## src/rtl/ps2_message_buffer.sv

```systemverilog
// ps2_message_buffer: PS/2 set-2 key capture into a fixed message buffer with echo and send handshake.
// Revision: 1.0
`default_nettype none

module ps2_message_buffer #(
  parameter int DEPTH  = 16,
  parameter int CHAR_W = 8,
  parameter int WRAP   = 0
) (
  input  logic                           clock,
  input  logic                           resetn,
  input  logic                           key_valid,
  input  logic [7:0]                     key_code,
  input  logic                           send_req,
  input  logic                           tx_ready,
  output logic                           tx_valid,
  output logic [DEPTH*CHAR_W-1:0]        message,
  output logic [$clog2(DEPTH+1)-1:0]     char_count,
  output logic                           char_valid,
  output logic [7:0]                     char_out,
  output logic                           full,
  output logic                           overflow
);

  localparam int             CW      = $clog2(DEPTH+1);
  localparam logic [CW-1:0]  C_DEPTH = CW'(DEPTH);
  localparam logic [CW-1:0]  C_ONE   = CW'(1);

  typedef enum logic [1:0] {S_EDIT = 2'd0, S_HOLD = 2'd1, S_CLEAR = 2'd2} state_t;

  state_t             r_state;
  logic [CHAR_W-1:0]  r_slot [DEPTH];
  logic [CW-1:0]      r_count;
  logic               r_brk;
  logic               r_tx_valid;
  logic               r_char_valid;
  logic [7:0]         r_char_out;
  logic               r_overflow;

  logic [7:0]         w_ascii;
  logic               w_print;
  logic               w_del;
  logic               w_enter;
  logic               w_key;
  logic               w_full;
  logic [CW-1:0]      w_cnt_after;
  logic               w_go;

  always_comb begin
    w_ascii = 8'h00;
    w_print = 1'b1;
    w_del   = 1'b0;
    w_enter = 1'b0;
    case (key_code)
      8'h1C: w_ascii = "a";  8'h32: w_ascii = "b";  8'h21: w_ascii = "c";
      8'h23: w_ascii = "d";  8'h24: w_ascii = "e";  8'h2B: w_ascii = "f";
      8'h34: w_ascii = "g";  8'h33: w_ascii = "h";  8'h43: w_ascii = "i";
      8'h3B: w_ascii = "j";  8'h42: w_ascii = "k";  8'h4B: w_ascii = "l";
      8'h3A: w_ascii = "m";  8'h31: w_ascii = "n";  8'h44: w_ascii = "o";
      8'h4D: w_ascii = "p";  8'h15: w_ascii = "q";  8'h2D: w_ascii = "r";
      8'h1B: w_ascii = "s";  8'h2C: w_ascii = "t";  8'h3C: w_ascii = "u";
      8'h2A: w_ascii = "v";  8'h1D: w_ascii = "w";  8'h22: w_ascii = "x";
      8'h35: w_ascii = "y";  8'h1A: w_ascii = "z";  8'h29: w_ascii = 8'h20;
      8'h66: begin w_print = 1'b0; w_del   = 1'b1; end
      8'h5A: begin w_print = 1'b0; w_enter = 1'b1; end
      default: w_print = 1'b0;
    endcase
  end

  // A code that follows a break prefix (0xF0) is a key release and is dropped.
  assign w_key  = key_valid && !r_brk && (key_code != 8'hF0);
  assign w_full = (r_count == C_DEPTH);

  // Count after the key is applied, so a simultaneous send sees the updated buffer.
  always_comb begin
    w_cnt_after = r_count;
    if (w_key && w_print) begin
      if (!w_full)       w_cnt_after = r_count + C_ONE;
      else if (WRAP != 0) w_cnt_after = C_ONE;
    end else if (w_key && w_del && (r_count != '0)) begin
      w_cnt_after = r_count - C_ONE;
    end
    w_go = (send_req || (w_key && w_enter)) && (w_cnt_after != '0);
  end

  always_ff @(posedge clock or negedge resetn) begin
    if (!resetn) begin
      r_state      <= S_EDIT;
      for (int i = 0; i < DEPTH; i++) r_slot[i] <= '0;
      r_count      <= '0;
      r_brk        <= 1'b0;
      r_tx_valid   <= 1'b0;
      r_char_valid <= 1'b0;
      r_char_out   <= 8'h00;
      r_overflow   <= 1'b0;
    end else begin
      r_char_valid <= 1'b0;
      if (key_valid) r_brk <= (key_code == 8'hF0) && !r_brk;
      case (r_state)
        S_EDIT: begin
          if (w_key && w_print) begin
            if (!w_full) begin
              for (int i = 0; i < DEPTH; i++)
                if (CW'(i) == r_count) r_slot[i] <= CHAR_W'(w_ascii);
              r_count      <= r_count + C_ONE;
              r_char_valid <= 1'b1;
              r_char_out   <= w_ascii;
            end else if (WRAP != 0) begin
              for (int i = 0; i < DEPTH; i++)
                r_slot[i] <= (i == 0) ? CHAR_W'(w_ascii) : '0;
              r_count      <= C_ONE;
              r_char_valid <= 1'b1;
              r_char_out   <= w_ascii;
            end else begin
              r_overflow <= 1'b1;
            end
          end else if (w_key && w_del && (r_count != '0)) begin
            for (int i = 0; i < DEPTH; i++)
              if (CW'(i) == (r_count - C_ONE)) r_slot[i] <= '0;
            r_count      <= r_count - C_ONE;
            r_char_valid <= 1'b1;
            r_char_out   <= 8'h7F;
          end
          if (w_go) begin
            r_state    <= S_HOLD;
            r_tx_valid <= 1'b1;
          end
        end
        S_HOLD: begin
          if (key_valid || send_req) r_overflow <= 1'b1;
          if (tx_ready) begin
            r_state    <= S_CLEAR;
            r_tx_valid <= 1'b0;
            for (int i = 0; i < DEPTH; i++) r_slot[i] <= '0;
            r_count    <= '0;
          end
        end
        default: begin
          if (key_valid || send_req) r_overflow <= 1'b1;
          r_state <= S_EDIT;
        end
      endcase
    end
  end

  for (genvar g = 0; g < DEPTH; g++) begin : g_pack
    assign message[(DEPTH-g)*CHAR_W-1 -: CHAR_W] = r_slot[g];
  end

  assign tx_valid   = r_tx_valid;
  assign char_count = r_count;
  assign char_valid = r_char_valid;
  assign char_out   = r_char_out;
  assign full       = w_full;
  assign overflow   = r_overflow;

endmodule

`default_nettype wire

```

## config.mk

```make
export PLATFORM = sky130hd
export DESIGN_NAME = ps2_message_buffer
export DESIGN_NICKNAME = d
export VERILOG_FILES = /design/src/rtl/ps2_message_buffer.sv
export SDC_FILE = /design/constraint.sdc
export NUM_CORES = 1
export LEC_CHECK = 0
export BUFFER_PORTS_ARGS = -buffer_cell sky130_fd_sc_hd__buf_2
export CORE_ASPECT_RATIO = 1.5
export CORE_UTILIZATION = 55
export DETAILED_ROUTE_END_ITERATION = 12
export GPL_ROUTABILITY_DRIVEN = 0
export HOLD_SLACK_MARGIN = 0.1
export PLACE_DENSITY = 0.78
export SLEW_MARGIN = 30
export SYNTH_ARGS = -nofsm -noshare
export SYNTH_HDL_FRONTEND = slang
export SYNTH_SLANG_ARGS = --single-unit
```

## constraint.sdc

```tcl
create_clock -name clock -period 5.2 [get_ports clock]
set_clock_uncertainty 0.1 [all_clocks]
set_input_delay 0.52 -clock clock [delete_from_list [all_inputs] [get_ports clock]]
set_output_delay 0.52 -clock clock [all_outputs]
set_load 0.05 [all_outputs]
```

==> impl_metrics.csv <==
group,metric,value,unit
timing,setup-tns-final,0,ns
worst_hold_path,hold_start,"tx_ready",
timing,fin_crit_sh,72.7,%
flow_run,maxCapViolations,0,
synth,ys_warn_count,0,
cts,cts_resized,0,
floorplanning,dieHeight,136,µm
cells_and_area,antenna-diode-count,0,
cells_and_area,fin_nets,714,
critical_path,r2r-end,"message[34]$_DFFE_PN0P_",
worst_hold_path,holdPathStages,3,
floorplanning,core,11600,µm²
critical_path,crit_required,5.45,ns
synth,avgSynthCellArea,11.8,µm²
route,wl,16.8,mm
floorplanning,num_rows,48,
pwr,leakagePower,0.00417,µW
timing,finalCriticalPeriod,3.78,ns
outcome,status,"complete, no violations",
timing,drv_slew,0,
cts,tritoncts,"built",
timing,timing_hold_violations_final,0,
floorplanning,pin_count,158,
grt,grt_usage,27.9,%
timing,rsz0062_at_grt,"no",
pwr,vdd_drop_max,0.000310,V
synth,async_reset_ff_share,100,%
cts,cts-root-buf,"clkbuf_16",
synth,ys_types,74,
floorplanning,die_w,91.5,µm
synth,synth-main-ff-cell,"dfrtp_1",
critical_path,reg2reg_depth,10,
synth,synth_cells,560,
route,dr.pass1.iters,5,
route,wire_per_inst,19.6,µm
cts,cts_max_level,4,
timing,relSlewSlack,41.0,%
cells_and_area,layout-drive-gt1-share,35.4,%
route,via_per_inst,5.97,
cts,path_clk_slew,0.06,ns
cts,cts_buffer_depth,2,
critical_path,arrival,4.02,ns
critical_path,worstSetupEndpointType,"flop",
grt,overflow,0,
worst_hold_path,min_to,"r_state[1]$_DFFE_PN0P_",
cells_and_area,area_growth,20.0,%
route,drtIter0Drc,397,
grt,grt_start_max_net_pins,78,
synth,synth_edf_count,0,
route,drc,0,
timing,worst_slew_pin_slew,0.882,ns
critical_path,crit_type,"input pin to flop",
floorplanning,start_util,57.0,%
cts,cts_sinks,130,
cts,numCtsBuffers,17,
pwr,p_per_area,474,nW/µm²
critical_path,worstReg2RegStart,"char_count[1]$_DFFE_PN0P_",
synth,synthesis.area,6600,µm²
critical_path,startpoint_type,"input pin",
timing,setup_viol,0,
grt,grt_pass1_wl,26.8,mm
pwr,power,3750,µW
cts,clk-insertion-delay-late,0.41,ns
place,port_buffers,140,
grt,grt_pass1_vias,5141,
timing,fmax,0.265,GHz
cts,cts_setup_buffers,0,
synth,yosysSeqAreaShare,49.3,%
critical_path,critPathMaxFanout,16,
grt,grt_antenna_before_repair,0,
floorplanning,fp.dieArea,12500,µm²
worst_hold_path,hp-class,"input pin to flop",
cts,hold_buffers,0,
route,vias,5114,
synth,ys_seq_elements,130,
route,ant_nets,0,
critical_path,worst-r2r-setup-slack,1.66,ns
place,dp_hpwl,12.0,mm
-- power by group --
group	switching [µW]	total (µW)	internal, µW	leakage, µW
sequential	89.5	1200	1110	0.00178
combinational	989	1350	361	0.00210
clock	471	1210	734	0.000297
-- worst max path at each step --
stage                startpoint                       to  slack (ns)  cells past startpoint
floorplan           key_code[7]  message[24]$_DFFE_PN0P_        1.78                     11
global placement    key_code[7]   message[2]$_DFFE_PN0P_        1.24                     10
detailed placement  key_code[7]  message[66]$_DFFE_PN0P_        1.08                     10
CTS                 key_code[7]  message[34]$_DFFE_PN0P_        1.47                     10
global route        key_code[7]  message[10]$_DFFE_PN0P_        1.26                     10
finish              key_code[7]  message[34]$_DFFE_PN0P_        1.42                     10
-- kinds of logic after synthesis --
group	Yosys count	share of synthesized area [%]
other cells	1	0.0568
flops	130	49.3
compound gates	128	16.4
fa+ha+maj	7	1.33
mux	69	12.7
xor+xnor	3	0.398
simple gates	162	14.5
buf+inv	60	5.36
-- synthesized netlist by cell type (4+ instances only) --
master    instances  area share, %
nor2b_1           9           0.85
mux2_4           16            3.6
mux2_2           10            1.7
mux2_1           42            7.2
buf_2             7           0.53
clkbuf_1         17           0.97
nand2_1          25            1.4
nand2b_1         10           0.95
nand2_4           7            1.2
nand2_2           9           0.85
inv_1             9           0.51
a21oi_1          10           0.76
buf_4            23            2.6
dfrtp_1         130             49
o311ai_1          4           0.53
a31oi_1          12            1.1
o311ai_2          8            2.0
nor2_1           37            2.1
a22o_1           48            6.4
ha_1              7            1.3
a22oi_1           4           0.45
and2_1            4           0.38
a311o_1           4           0.61
o21ai_0          10           0.76
nor3_1           10           0.76
nand3_1          15            1.1
-- flip-flops by register name (all words and copies together), names as in the netlist --
name,cells
message,112
char_out,7
char_count,5
r_state,2
char_valid,1
overflow,1
r_brk,1
tx_valid,1
-- layout by cell type, fill, tap and decap left out, types with 3 or more instances in the layout --
master,n
nand2b_1,10
conb_1,17
dfrtp_1,130
mux2_1,42
ha_1,7
nor4bb_1,3
clkbuf_16,17
a21o_1,3
o31ai_1,3
and2_1,4
a31oi_1,12
nor2b_1,9
mux2_4,16
nand3_1,15
o311ai_2,8
nand2_1,25
nand4_1,3
buf_4,9
o21ai_0,10
nor3_1,10
a22o_1,48
inv_6,6
mux2_2,10
nand2_4,7
a22oi_1,4
buf_2,139
or3_1,3
nand2_2,9
o311ai_1,4
a21oi_1,10
nor2_1,37
a311o_1,4
inv_1,9
nor4_1,3
nor2_4,3
-- through the flow --
| stage | cells | setup WS, ns | hold WS, ns | area [µm²] | utilization [%] |
|---|---|---|---|---|---|
| floorplan | 576 | 1.78 | 0.124 | 6660 | - |
| global placement | 824 | 1.24 | 0.353 | 7310 | 63.1 |
| detailed placement | 824 | 1.08 | 0.376 | 7310 | 63.1 |
| CTS | 856 | 1.47 | 0.189 | 7910 | 68.3 |
| global route | 857 | 1.26 | 0.304 | 7930 | 68.4 |
| finish | 857 | 1.42 | 0.281 | 7930 | 68.4 |
-- worst max-delay path, stage by stage --
cell and delay (ns):
buf_2 0.17, nor4b_2 0.62, nand2_1 0.25, nor3_1 0.35, nor4_2 0.13, a211o_1 0.39
a21oi_4 0.68, nand2_2 0.25, nor2_4 0.42, a22o_1 0.22
-- area by class of cell --
type	count	area (µm²)
Tap cell	150	188
Inverter	9	33.8
Fill cell	849	3660
Sequential cell	130	3250
Clock buffer	18	439
Multi-Input combinational cell	386	3060
Clock inverter	14	165
Timing Repair Buffer	150	785
-- per-layer routing --
metal,wire length [µm],vias up,global-route usage (%)
met3,814,48,4.92
met5,0,-,0
met1,6450,2530,32.5
met4,603,0,15.3
li1,-,2307,-
met2,8910,229,48.6
(Power assumes the default switching activity.)
